## src/rtl/ttt_pkg.sv

```systemverilog
// ttt_pkg: game command encoding and PS/2 set-2 scan codes shared by decoder and game logic
package ttt_pkg;

    typedef enum logic [2:0] {
        CMD_NONE       = 3'd0,
        CMD_RIGHT      = 3'd1,
        CMD_LEFT       = 3'd2,
        CMD_DOWN       = 3'd3,
        CMD_UP         = 3'd4,
        CMD_PLACE_TURN = 3'd5,
        CMD_PLACE_KEEP = 3'd6,
        CMD_NEW_GAME   = 3'd7
    } cmd_t;

    localparam logic [7:0] SC_EXT   = 8'hE0;
    localparam logic [7:0] SC_BRK   = 8'hF0;
    localparam logic [7:0] SC_R     = 8'h2D;
    localparam logic [7:0] SC_SPACE = 8'h29;
    localparam logic [7:0] SC_ENTER = 8'h5A;
    localparam logic [7:0] SC_RIGHT = 8'h74;
    localparam logic [7:0] SC_LEFT  = 8'h6B;
    localparam logic [7:0] SC_UP    = 8'h75;
    localparam logic [7:0] SC_DOWN  = 8'h72;

    // Extended and plain pages are disjoint: E0 5A (keypad enter) is not a command.
    function automatic cmd_t map_cmd(input logic ext, input logic [7:0] b);
        if (!ext)
            return b == SC_R     ? CMD_NEW_GAME   :
                   b == SC_SPACE ? CMD_PLACE_TURN :
                   b == SC_ENTER ? CMD_PLACE_KEEP : CMD_NONE;
        return b == SC_RIGHT ? CMD_RIGHT :
               b == SC_LEFT  ? CMD_LEFT  :
               b == SC_UP    ? CMD_UP    :
               b == SC_DOWN  ? CMD_DOWN  : CMD_NONE;
    endfunction

endpackage

```

## src/rtl/cmd_fifo.sv

```systemverilog
// cmd_fifo: synchronous show-ahead FIFO; a push while full succeeds when a pop frees the slot
module cmd_fifo #(
    parameter int DEPTH = 2,
    parameter int W     = 3
) (
    input  logic         clk,
    input  logic         rst,
    input  logic         push,
    input  logic [W-1:0] din,
    input  logic         pop,
    output logic [W-1:0] dout,
    output logic         full,
    output logic         empty
);
    localparam int AW = $clog2(DEPTH);

    logic [W-1:0] mem [DEPTH];
    logic [AW:0]  wp, rp;
    logic         do_pop, do_push;

    always_comb begin
        empty   = wp == rp;
        full    = wp[AW] != rp[AW] && wp[AW-1:0] == rp[AW-1:0];
        do_pop  = pop && !empty;
        do_push = push && (!full || do_pop);
        dout    = mem[rp[AW-1:0]];
    end

    always_ff @(posedge clk) begin
        if (rst) begin
            wp <= '0;
            rp <= '0;
        end else begin
            if (do_push) wp <= wp + 1'b1;
            if (do_pop) rp <= rp + 1'b1;
        end
    end

    always_ff @(posedge clk)
        if (do_push) mem[wp[AW-1:0]] <= din;

endmodule

```

## src/rtl/ps2_cmd_decoder.sv

```systemverilog
// ps2_cmd_decoder: PS/2 set-2 byte stream to game commands with prefix tracking and repeat suppression
module ps2_cmd_decoder
    import ttt_pkg::*;
#(
    parameter int FIFO_DEPTH     = 2,
    parameter int PREFIX_TIMEOUT = 1000000,
    parameter bit REPEAT_EN      = 1'b0
) (
    input  logic       clock50,
    input  logic       reset,
    input  logic [7:0] scan_code,
    input  logic       scan_ready,
    output logic       read,
    output logic [2:0] cmd,
    output logic       cmd_valid,
    input  logic       cmd_ready,
    output logic       cmd_drop,
    output logic [6:0] held
);
    localparam logic [1:0] ST_IDLE = 2'd0;
    localparam logic [1:0] ST_ACK  = 2'd1;
    localparam logic [1:0] ST_WAIT = 2'd2;
    localparam int         CW      = PREFIX_TIMEOUT > 2 ? $clog2(PREFIX_TIMEOUT) : 1;
    localparam logic [CW-1:0] CNT_LAST = CW'(PREFIX_TIMEOUT - 1);

    logic [1:0]    state, state_n;
    logic [7:0]    byte_q;
    logic          ext, brk;
    logic [CW-1:0] cnt;
    logic          push_q;
    cmd_t          push_cmd;
    cmd_t          m;
    logic          dec, is_pfx, hit, enq, is_held;
    logic [7:0]    held_x, onehot;
    logic [2:0]    head;
    logic          full, empty, pop;

    // The byte decodes during ACK, one cycle after capture; the push lands in the FIFO a cycle later.
    always_comb begin
        state_n = state == ST_IDLE && scan_ready  ? ST_ACK  :
                  state == ST_ACK                 ? ST_WAIT :
                  state == ST_WAIT && !scan_ready ? ST_IDLE : state;
        dec     = state == ST_ACK;
        is_pfx  = byte_q == SC_EXT || byte_q == SC_BRK;
        m       = map_cmd(ext, byte_q);
        hit     = dec && !is_pfx && m != CMD_NONE;
        held_x  = {held, 1'b0};
        is_held = held_x[m];
        onehot  = 8'd1 << m;
        enq     = hit && !brk && (REPEAT_EN || !is_held);
        read    = state == ST_ACK;
        pop     = !empty && cmd_ready;
        cmd_valid = !empty;
        cmd     = empty ? CMD_NONE : head;
        cmd_drop = push_q && full && !pop;
    end

    always_ff @(posedge clock50) begin
        if (reset) begin
            state    <= ST_IDLE;
            byte_q   <= '0;
            ext      <= 1'b0;
            brk      <= 1'b0;
            cnt      <= '0;
            push_q   <= 1'b0;
            push_cmd <= CMD_NONE;
            held     <= '0;
        end else begin
            state    <= state_n;
            push_q   <= enq;
            push_cmd <= m;
            if (state == ST_IDLE && scan_ready) byte_q <= scan_code;
            if (hit) held <= brk ? held & ~onehot[7:1] : held | onehot[7:1];
            if (dec && byte_q == SC_EXT) begin
                ext <= 1'b1;
                cnt <= '0;
            end else if (dec && byte_q == SC_BRK) begin
                brk <= 1'b1;
                cnt <= '0;
            end else if (dec) begin
                ext <= 1'b0;
                brk <= 1'b0;
                cnt <= '0;
            end else if (ext || brk) begin
                if (cnt == CNT_LAST) begin
                    ext <= 1'b0;
                    brk <= 1'b0;
                    cnt <= '0;
                end else begin
                    cnt <= cnt + 1'b1;
                end
            end else begin
                cnt <= '0;
            end
        end
    end

    cmd_fifo #(.DEPTH(FIFO_DEPTH), .W(3)) u_fifo (
        .clk  (clock50),
        .rst  (reset),
        .push (push_q),
        .din  (push_cmd),
        .pop  (pop),
        .dout (head),
        .full (full),
        .empty(empty)
    );

endmodule
```

## config.mk

```make
export PLATFORM = sky130hd
export DESIGN_NAME = ps2_cmd_decoder
export DESIGN_NICKNAME = d
export VERILOG_FILES = /design/src/rtl/ttt_pkg.sv /design/src/rtl/cmd_fifo.sv /design/src/rtl/ps2_cmd_decoder.sv
export SDC_FILE = /design/constraint.sdc
export NUM_CORES = 1
export LEC_CHECK = 0
export CAP_MARGIN = 20
export CORE_UTILIZATION = 30
export CTS_CLUSTER_DIAMETER = 80
export DETAILED_ROUTE_END_ITERATION = 10
export GPL_TIMING_DRIVEN = 0
export MAX_ROUTING_LAYER = met4
export PLACE_DENSITY_LB_ADDON = 0.3
export SLEW_MARGIN = 30
export SYNTH_ARGS = -nofsm -noshare
export SYNTH_HDL_FRONTEND = slang
export SYNTH_SLANG_ARGS = --single-unit
```

## constraint.sdc

```tcl
create_clock -name clock50 -period 2.3 [get_ports clock50]
set_input_delay 0.575 -clock clock50 [delete_from_list [all_inputs] [get_ports clock50]]
set_output_delay 0.575 -clock clock50 [all_outputs]
set_load 0.03 [all_outputs]
```

Word-level counts from Yosys, hierarchy flattened --
Memories as Yosys holds them, arrays and structs flattened. A register that Yosys moved wholly into a read port is not among the register bits. Index checks and enable logic that the tools add are counted.
Word-level totals: bits in registers 47, RAM bits 6, output and inout bits 13, memories kept 1
Cells by class: add/subtract/negate cells 3, $lt $le $gt $ge 1, eq/ne operators 16, shifts and indexed selects 1, multiplexer cells 25, bitwise logic cells 5, reductions and logical operators 36
Memory list:
- u_fifo.mem | words 2, width 3, read ports 1, clocked after memory_dff 1, write ports 1, RTL line cmd_fifo.sv:17 | logic [W-1:0] mem [DEPTH];
Operators with widths (number):
- $eq 8x7->1 const B | 5
- $mux 3 | 8
- $add 20x1->20 const B | 1
- $eq 20x20->1 const B | 1
- $reduce_bool 3->1 | 6
- $eq 8x6->1 const B | 2
- $eq 8x8->1 const B | 2
- $logic_and 1x1->1 | 14
- $mux 1 | 12
- $shl 1x3->8 const A | 1
- $and 7x7->7 | 1
- $logic_not 1->1 | 7
- $mux 7 | 1
- $not 7->7 | 1
- $or 7x7->7 | 1
- $mux 2 | 3
- $reduce_and 3->1 | 2
- $reduce_or 6->1 | 1
- $add 2x1->2 const B | 2
- $lt 3x4->1 const B | 1
- $bmux 1 s3 | 1
- $logic_or 1x1->1 | 3
- $eq 2x1->1 const B | 1
- $eq 2x2->1 | 1
- other kinds (8) | 9

Longest topological paths before layout --
Gate-level depths: netlist of run 1.
depth in word-level cells 10, depth in mapped cells 7

Hierarchy --
A second synthesis of run 1 with hierarchy kept.
Second synthesis, totals: cell total of the unflattened synthesis 270, area total of the unflattened synthesis 2566.2 um^2
By module, submodules not included:
- ps2_cmd_decoder | times used 1, cells an instance 227, area each 2063.2 um^2, seq. area each 860.8 um^2
- cmd_fifo | times used 1, cells an instance 43, area each 503.0 um^2, seq. area each 280.3 um^2

Worst setup path after synthesis of run 1 --
No wires, ideal clock.
kind input -> output, start input cmd_ready, end output cmd_drop, arrival time 1.383 ns, required time 1.725 ns, slack 0.342 ns, stages 2, cell sequence or3_1 > nor2_1
On the way: word-level cells in the longest chain between the ends 3
RTL lines:
- start, declared | RTL line ps2_cmd_decoder.sv:16 | input logic cmd_ready,
- $logic_and 1x1->1 | RTL line ps2_cmd_decoder.sv:52 | pop = !empty && cmd_ready;
- $logic_not 1->1 | RTL line ps2_cmd_decoder.sv:55 | cmd_drop = push_q && full && !pop;
- $logic_and 1x1->1 | RTL line ps2_cmd_decoder.sv:55
- end, declared | RTL line ps2_cmd_decoder.sv:17 | output logic cmd_drop,
No other way between the ends.

Final worst setup path of run 1 --
start register byte_q[1], end register push_q
On the way: word-level cells in the longest chain between the ends 10, elaborated cells between the ends (all ways) 27, classes of those cells 9 x eq/ne; 10 x mux; 8 x reduce/logical
RTL lines:
- start, declared | RTL line ps2_cmd_decoder.sv:27 | logic [7:0] byte_q;
- start signal, assigned | RTL line ps2_cmd_decoder.sv:72 | if (state == ST_IDLE && scan_ready) byte_q <= scan_code;
- $eq 8x7->1 | RTL line ttt_pkg.sv:34 | b == SC_DOWN ? CMD_DOWN : CMD_NONE;
- $mux 2 | RTL line ttt_pkg.sv:34
- $mux 3 | RTL line ttt_pkg.sv:33 | b == SC_UP ? CMD_UP :
- $mux 3 | RTL line ttt_pkg.sv:32 | b == SC_LEFT ? CMD_LEFT :
- $mux 3 (2 in a row) | RTL line ttt_pkg.sv:31 | return b == SC_RIGHT ? CMD_RIGHT :
- $bmux 1 s3 or $reduce_bool 3->1 (tied branches) | RTL line ps2_cmd_decoder.sv:48, ps2_cmd_decoder.sv:46
- $mux 1 (implied by the code) or $logic_and 1x1->1 (tied branches) | RTL line ps2_cmd_decoder.sv:48, ps2_cmd_decoder.sv:46
- $logic_not 1->1 or $logic_and 1x1->1 (tied branches) | RTL line ps2_cmd_decoder.sv:50 | enq = hit && !brk && (REPEAT_EN || !is_held);
- $logic_and 1x1->1 * | RTL line ps2_cmd_decoder.sv:50
- end signal, assigned | RTL line ps2_cmd_decoder.sv:70 | push_q <= enq;
- end, declared | RTL line ps2_cmd_decoder.sv:30 | logic push_q;
Mark *: on every way between the ends. The rest lies on a longest branch, timed or not. The select of a mux whose other input is x is not followed. A chain may end at the register's enable or synchronous reset.

==> metrics.cfg, run 1 <==
[routing]
detail-route-antenna-nets = 0
vias_per_cell = 4.67
dr.pass1.iters = 4
wl_per_cell_microns = 11.8
vias = 1835
drc_errors = 0
drt-initial-drc-count = 66
totalWireLength_microns = 4640

[finish]
diodes = 0
final_cell_mix = nor2_1, dfxtp_1, xor2_1, mux2i_1, clkdlybuf4s50_1
instances_no_fill = 393
area_delta_synth_final_pct = 19.0
fin_nets = 303
drive_above_1_share = 0.0997

[yosys]
ys_seq_elements = 54
synth.cell_area_sq_um = 2440
synth_edf_count = 6
syn-num-nets = 272
yosysTopAreaCell = dfxtp_1
ys_warn_count = 0
yosys.area.top_type_share = 0.393
synth_ff_type = dfxtp_1
yosysSeqAreaShare = 0.467
async_flop_share = 0
synth_area_leaders = dfxtp_1, mux2i_1, edfxtp_1
syn_inst = 259
avgSynthCellArea_sq_um = 9.43
yosysUniqueCellTypes = 51

[global_routing]
grtUsageTotal = 0.124
grt_overflow_total = 0
grt_first_pass_wirelength_microns = 8100
grt_pass1_vias = 1790
antenna_found_initial = 0
grt_max_degree = 17

[setup_path]
crit_fanout = 8
worstPathRequired_ps = 2500
cp_data_arrival_time_ps = 2280
endpoint_kind = flip-flop
critPathKind = flip-flop to flip-flop
critPathLaunchType = flip-flop

[clock_tree]
cts_setup_buffers = 0
cts_buffers = 5
cts_max_level = 2
cts_tree = yes
cts.sinks = 54
cts_root_buf = clkbuf_8
clk_pin_slew_ps = 90
cts_buffer_depth = 2
clk_latency_ps = 310

[placement]
hpwlAfterDp_microns = 3360
portBuffers = 24
gp_congestion = 0.771
dp.cells = 385

[sta]
setup-violations-final = 0
max_freq_ghz = 0.481
fin_crit_sh = 0.904
tightest_slew_ps = 616
min_period_ps = 2080
drv_slew = 0
final_hold_viol_count = 0
relSlewSlack = 0.590
clock_skew_ps = 7.76
finalSetupTns_ps = 0
rsz0062_at_grt = false

[floorplan]
core_sq_um = 7810
pin_count = 25
start_util = 0.313
dieArea_sq_um = 8510
rows = 32
die_w_microns = 92.3
die_h_microns = 92.3

[pwr]
leakage_uw = 0.00102
max-vdd-ir-drop_mv = 0.258
p_per_area_nw_per_um2 = 584

[run]
cap_viol_max_count = 0

[min_path]
hold_class = flip-flop to flip-flop

[run_status]
status = complete, no violations

logic make-up after synthesis:
logic type               count (synthesis)  share of synthesized area
multiplexers                            18                     0.0737
flip-flops                              54                      0.467
buffers and inverters                   15                     0.0328
AO/OA/AOI/OAI                           24                     0.0712
AND/OR/NAND/NOR                        123                      0.264
XOR/XNOR                                24                     0.0860
adder cells (fa/ha/maj)                  1                    0.00512
worst max-delay path: stages, from the launching register on:
cell       delay [ps]
dfxtp_1           380
nor4b_2           370
nand2_2           140
o21ai_2           370
mux2i_1           240
mux2i_1           100
a2111oi_2         380
per-stage QoR:
stage          utilization  hold WS (ps)  setup slack, ps  cell area (sq um)  total power, uW
3_3_place_gp         0.360           410             -480               2810             1090
6_report             0.373           437              222               2910             1700
4_1_cts              0.373           437             18.8               2910             1730
5_1_grt              0.373           466             47.1               2910             1780
3_5_place_dp         0.360           415             -480               2810             1090
2_1_floorplan            -           404              342               2440             1060
synthesized netlist by cell type (2+ instances only):
cell type / instances
nand2b_1: 7
or3_1: 4
nand3_1: 9
nor3b_1: 2
and2b_1: 2
xnor2_1: 6
nor4b_1: 2
nand3b_1: 2
nor3_1: 5
nand4_1: 8
a21oi_1: 7
buf_2: 2
o31ai_1: 2
o21ai_2: 2
dfxtp_1: 48
edfxtp_1: 6
nor4b_2: 2
mux2i_1: 18
and3_1: 5
nand4b_1: 2
inv_1: 7
a211oi_1: 3
xor2_1: 18
nor2_1: 48
o21ai_0: 2
buf_4: 2
nand2_1: 14
where the power goes:
part | leakage [uW] | internal (uW) | switching (uW) | total, uW
logic | 0.000528 | 48.0 | 44.2 | 92.2
registers | 0.000444 | 961 | 18.0 | 979
clock network | 0.0000514 | 325 | 302 | 627
total | 0.00102 | 1330 | 364 | 1700
metal layers:
| layer | global-route usage | part of all wire | vias to the layer above |
|---|---|---|---|
| met1 | 0.141 | 0.46 | 840 |
| met4 | 0.0547 | 0.018 | 0 |
| met2 | 0.210 | 0.48 | 28 |
| li1 | - | - | 959 |
| met5 | - | 0 | - |
| met3 | 0.0265 | 0.035 | 8 |
path summary, 6_finish.rpt:
kind	from	slack, ps	to	cells past startpoint
setup / recovery	byte_q[1]	220	push_q	6
hold / removal	push_cmd[2]	440	u_fifo.mem[0][2]	0
setup reg to reg	byte_q[1]	220	push_q	6
hold reg to reg	push_cmd[2]	440	u_fifo.mem[0][2]	0
area by class of cell:
| type | instances | area [sq um] |
|---|---|---|
| Clock buffer | 6 | 72.6 |
| Clock inverter | 2 | 37.5 |
| Sequential cell | 54 | 1140 |
| Multi-Input combinational cell | 190 | 1230 |
| Tap cell | 102 | 128 |
| Inverter | 7 | 26.3 |
| Timing Repair Buffer | 24 | 223 |
| Fill cell | 825 | 4900 |
| Buffer | 8 | 53.8 |
timing repair:
action / in CTS / in global routing
gates resized for setup: 10 / 11
setup endpoints to repair: 5 / 6
hold buffers: 0 / 0
Note: power is estimated with default switching activity, not from simulation.
==> run 2: changes to the inputs <==
Settings changed: CORE_UTILIZATION 30 to 56.
==> run 2 against run 1 <==
Core utilization up 32 points. Flip-flop and latch count is the same. Non-clock buffer count did not move. Total power fell by 5.5%. Wire length decreased by 9.7%.
==> metrics.cfg, run 2 (synthesized netlist as in run 1, its figures left out) <==
[run_status]
status = complete, no violations

[pwr]
p_comb_frac = 0.057
p_sw_uw = 353
p_per_area_nw_per_um2 = 567
swShare = 0.220
max-vdd-ir-drop_mv = 0.389
p_int_uw = 1250
pwr-share-clk = 0.333
seq_power_share = 0.610
leakage_uw = 0.00102

[routing]
wl_per_cell_microns = 12.3
drt-initial-drc-count = 69
vias_per_cell = 5.57
totalWireLength_microns = 4190
dr.pass1.iters = 4
drc_errors = 0
detail-route-antenna-nets = 0
vias = 1898

[finish]
final_cell_mix = nor2_1, dfxtp_1, xor2_1, mux2i_1, clkdlybuf4s50_1
drive_above_1_share = 0.0997
multi_input_area_sq_um = 1230
seqCellArea_sq_um = 1140
fill_cells = 342
area_delta_synth_final_pct = 15.8
diodes = 0
instances_no_fill = 341
final_cell_area_sq_um = 2830
fin_nets = 303

[sta]
tightest_slew_ps = 588
rsz0062_at_grt = false
fin_crit_sh = 0.891
final_hold_viol_count = 0
max_freq_ghz = 0.488
setup-violations-final = 0
drv_slew = 0
min_period_ps = 2050
clock_skew_ps = 5.74
relSlewSlack = 0.608

[placement]
hpwlAfterDp_microns = 3140
place_area_sq_um = 2750
dp.cells = 333
gp_congestion = 0.820
portBuffers = 24

[clock_tree]
cts_setup_buffers = 0
post_cts_resized = 10
cts_buffers = 5
cts_hold_buf = 0
cts.sinks = 54
clk_latency_ps = 300
cts_tree = yes
clk_pin_slew_ps = 90
cts_root_buf = clkbuf_8
cts_max_level = 2
cts_buffer_depth = 2

[global_routing]
grt_overflow_total = 0
grt_max_degree = 17
grtUsageTotal = 0.211
grt_first_pass_wirelength_microns = 7120
antenna_found_initial = 0
grt_pass1_vias = 1656

[setup_path]
critPathLaunchType = flip-flop
worstPathRequired_ps = 1730
critPathKind = flip-flop to output port
cp_data_arrival_time_ps = 1470
crit_fanout = 4
endpoint_kind = output port

[floorplan]
pin_count = 25
rows = 23
dieArea_sq_um = 4630
die_h_microns = 68.1
start_util = 0.598
die_w_microns = 68.1
core_sq_um = 4090

[min_path]
hold_class = flip-flop to flip-flop

[run]
cap_viol_max_count = 0

-- run 2: cell type report --
cell class	count	share of cell area
Multi-Input combinational cell	190	0.434
Sequential cell	54	0.403
Timing Repair Buffer	24	0.0787
Clock buffer	6	0.0292
Tap cell	50	0.0221
Buffer	8	0.0190
Inverter	7	0.00929
Clock inverter	2	0.00442
-- run 2: path summary, 6_finish.rpt --
| kind | start | end | slack [ps] | cells after the start |
|---|---|---|---|---|
| max | u_fifo.wp[0] | cmd[0] | 250 | 5 |
| min | push_cmd[2] | u_fifo.mem[1][2] | 430 | 0 |
| min reg2reg | push_cmd[2] | u_fifo.mem[1][2] | 430 | 0 |
| max reg2reg | byte_q[1] | push_q | 320 | 6 |
-- run 2: per-layer routing --
| layer | vias up | track usage | wire (microns) |
|---|---|---|---|
| li1 | 963 | - | - |
| met2 | 47 | 0.339 | 2020 |
| met4 | 0 | 0.0911 | 77 |
| met3 | 9 | 0.0417 | 146 |
| met1 | 879 | 0.256 | 1950 |
| met5 | - | - | 0 |
-- run 2: metrics by stage --
| stage | worst slack, ps | TNS, ps | util | hold WS (ps) | total power (uW) |
|---|---|---|---|---|---|
| 2_1_floorplan | 342 | 0 | - | 404 | 1060 |
| 3_3_place_gp | -476 | -476 | 0.672 | 405 | 1090 |
| 3_5_place_dp | -481 | -481 | 0.672 | 413 | 1090 |
| 4_1_cts | 12.8 | 0 | 0.694 | 436 | 1620 |
| 5_1_grt | 88.8 | 0 | 0.692 | 448 | 1670 |
| 6_report | 250 | 0 | 0.692 | 435 | 1610 |
-- run 2: power by group through the flow --
stage / clock network (uW) / registers (uW) / logic, uW
after floorplan: 0 / 996 / 59.4
after global placement: 0 / 1000 / 89.3
after detailed placement: 0 / 1000 / 92.3
after CTS: 549 / 979 / 92.3
after global routing: 586 / 983 / 100
final: 535 / 979 / 91.2
-- run 2: critical path, stage by stage, from the launching register on --
cell      delay, ps
dfxtp_1         410
xor2_1          210
inv_1            60
and2_1          190
nor2_1          110
clkbuf_2        200
==> run 3: changes to the inputs <==
Settings changed: ABC_AREA set to 1, CORE_UTILIZATION 56 to 57.
==> run 3 against run 2 <==
Total power up 3.5%. Hold slack gained 23 ps. Highest routed layer unchanged. Via count is 24% higher. Critical endpoint is now cmd_drop. Synthesized area increased by 11%. Largest power group unchanged. Global-route usage increased by 2.3 points. First-iteration DRC count up 43%. Count of clock-buffer cells in the layout unchanged.
==> metrics.cfg, run 3 <==
[yosys]
synth.cell_area_sq_um = 2710
yosysSeqAreaShare = 0.421
ys_seq_elements = 54
synth_area_leaders = dfxtp_1, nand2_1, edfxtp_1
yosysUniqueCellTypes = 33
async_flop_share = 0
avgSynthCellArea_sq_um = 7.34
synth_ff_type = dfxtp_1
yosys.area.top_type_share = 0.355
synthTopCellsByCount = nand2_1, dfxtp_1, nor2_1
syn-num-nets = 382
synth_edf_count = 6
yosysTopAreaCell = dfxtp_1
synth_most_common_cell = nand2_1
ys_warn_count = 0
syn_inst = 369

[setup_path]
endpoint_kind = output port
critPathLaunchType = primary input
worstPathRequired_ps = 1730
reg2reg_from = cnt[0]
cp_data_arrival_time_ps = 1680
r2r_slack_ps = 400
crit_fanout = 3
rr_worst_depth = 9
critPathKind = primary input to output port
r2r_end = cnt[9]

[clock_tree]
cts_tree = yes
cts_root_buf = clkbuf_8
cts_max_level = 2
cts.sinks = 54
cts_buffer_depth = 2
clk_latency_ps = 310
cts_buffers = 5
clk_pin_slew_ps = 100
cts_setup_buffers = 0
cts_hold_buf = 0

[routing]
vias = 2359
dr.pass1.iters = 4
detail-route-antenna-nets = 0
dr_wl_met3_microns = 169
drt-initial-drc-count = 99
drc_errors = 0
vias_per_cell = 5.21
wl_per_cell_microns = 11.3
wl_met2_microns = 2610
maxUsedRoutingLayer = met4
wl_met1_microns = 2310
totalWireLength_microns = 5130

[finish]
final_cell_mix = nand2_1, dfxtp_1, nor2_1
layout_commonest_cell = nand2_1
final_cell_area_sq_um = 3100
area_delta_synth_final_pct = 14.4
fill_cells = 374
diodes = 0
fin_nets = 413
finish.utilization = 0.692
instances_no_fill = 453
drive_above_1_share = 0.145

[sta]
finalSetupTns_ps = 0
setup-violations-final = 0
drv_slew = 0
relSlewSlack = 0.694
min_period_ps = 2260
setup_slack_ps = 43.8
rsz0062_at_grt = false
fin_crit_sh = 0.981
max_freq_ghz = 0.443
tightest_slew_ps = 455
clock_skew_ps = 10.6
final_hold_viol_count = 0

[placement]
portBuffers = 24
place_area_sq_um = 3010
hpwlAfterDp_microns = 3910
dp.cells = 445
gp_congestion = 0.888
pre_cts_ws_ps = -369

[global_routing]
grt_pass1_vias = 2197
grt_overflow_total = 0
grtUsageTotal = 0.234
grt_max_degree = 17
grt_first_pass_wirelength_microns = 9010
antenna_found_initial = 0

[min_path]
hold_end = u_fifo.mem[0][0]
whs_path_depth = 0
hold_class = flip-flop to flip-flop
hp-start = push_cmd[0]

[pwr]
p_per_area_nw_per_um2 = 536
leakage_uw = 0.00124
max-vdd-ir-drop_mv = 0.411

[floorplan]
start_util = 0.605
die_w_microns = 70.9
rows = 24
die_h_microns = 70.9
core_sq_um = 4470
pin_count = 25
dieArea_sq_um = 5030

[run]
cap_viol_max_count = 0

[run_status]
status = complete, no violations

## run 3: power breakdown
part	total [uW]	internal, uW	switching, uW	leakage, uW
Combinational	123	46.4	76.5	0.000740
Sequential	980	966	14.1	0.000444
Clock	558	244	314	0.0000515
Total	1660	1260	405	0.00124
## run 3: timing repair
item / in CTS / in global routing
setup endpoints to repair: 5 / 4
endpoints found under the hold margin: 0 / 0
resized for setup: 9 / 7
## run 3: worst max-delay path by stage
stage	start	end	slack, ps	cells after the start
floorplan	cmd_ready	cmd_drop	160	1
global placement	cmd_ready	cmd_drop	-330	3
detailed placement	cmd_ready	cmd_drop	-370	3
CTS	cmd_ready	cmd_drop	10	3
global route	cmd_ready	cmd_drop	20	3
finish	cmd_ready	cmd_drop	40	3
## run 3: logic make-up (layout without fill, tap and decap cells)
kind of cell	count (synthesis)	count (layout)	synth area share
AO/OA/AOI/OAI	47	47	0.0924
XOR/XNOR	10	10	0.0323
adder cells (fa/ha/maj)	1	1	0.00462
buffers and inverters	53	85	0.0753
flip-flops	54	54	0.421
AND/OR/NAND/NOR	204	204	0.374
## run 3: final cells by class
class / instances / area (sq um) / share of cell area
Sequential cell: 54 / 1140 / 0.368
Clock buffer: 6 / 82.6 / 0.0267
Tap cell: 52 / 65.1 / 0.0210
Multi-Input combinational cell: 262 / 1370 / 0.441
Buffer: 6 / 27.5 / 0.00889
Clock inverter: 2 / 11.3 / 0.00364
Inverter: 47 / 176 / 0.0570
Timing Repair Buffer: 24 / 228 / 0.0735
## run 3: critical path, cell delays in order
cell and delay [ps]:
clkdlybuf4s50_1 450, nor4_1 310, clkdlybuf4s15_2 340
## run 3: routing by layer
layer  track usage  vias up
met4        0.0689        0
met5             -        -
met1         0.262     1076
li1              -     1251
met2         0.410       28
met3        0.0598        4
## run 3: per-stage QoR
step	hold WS (ps)	power, uW
2_1_floorplan	404	1080
3_3_place_gp	415	1120
3_5_place_dp	433	1130
4_1_cts	463	1680
5_1_grt	486	1730
6_report	458	1660
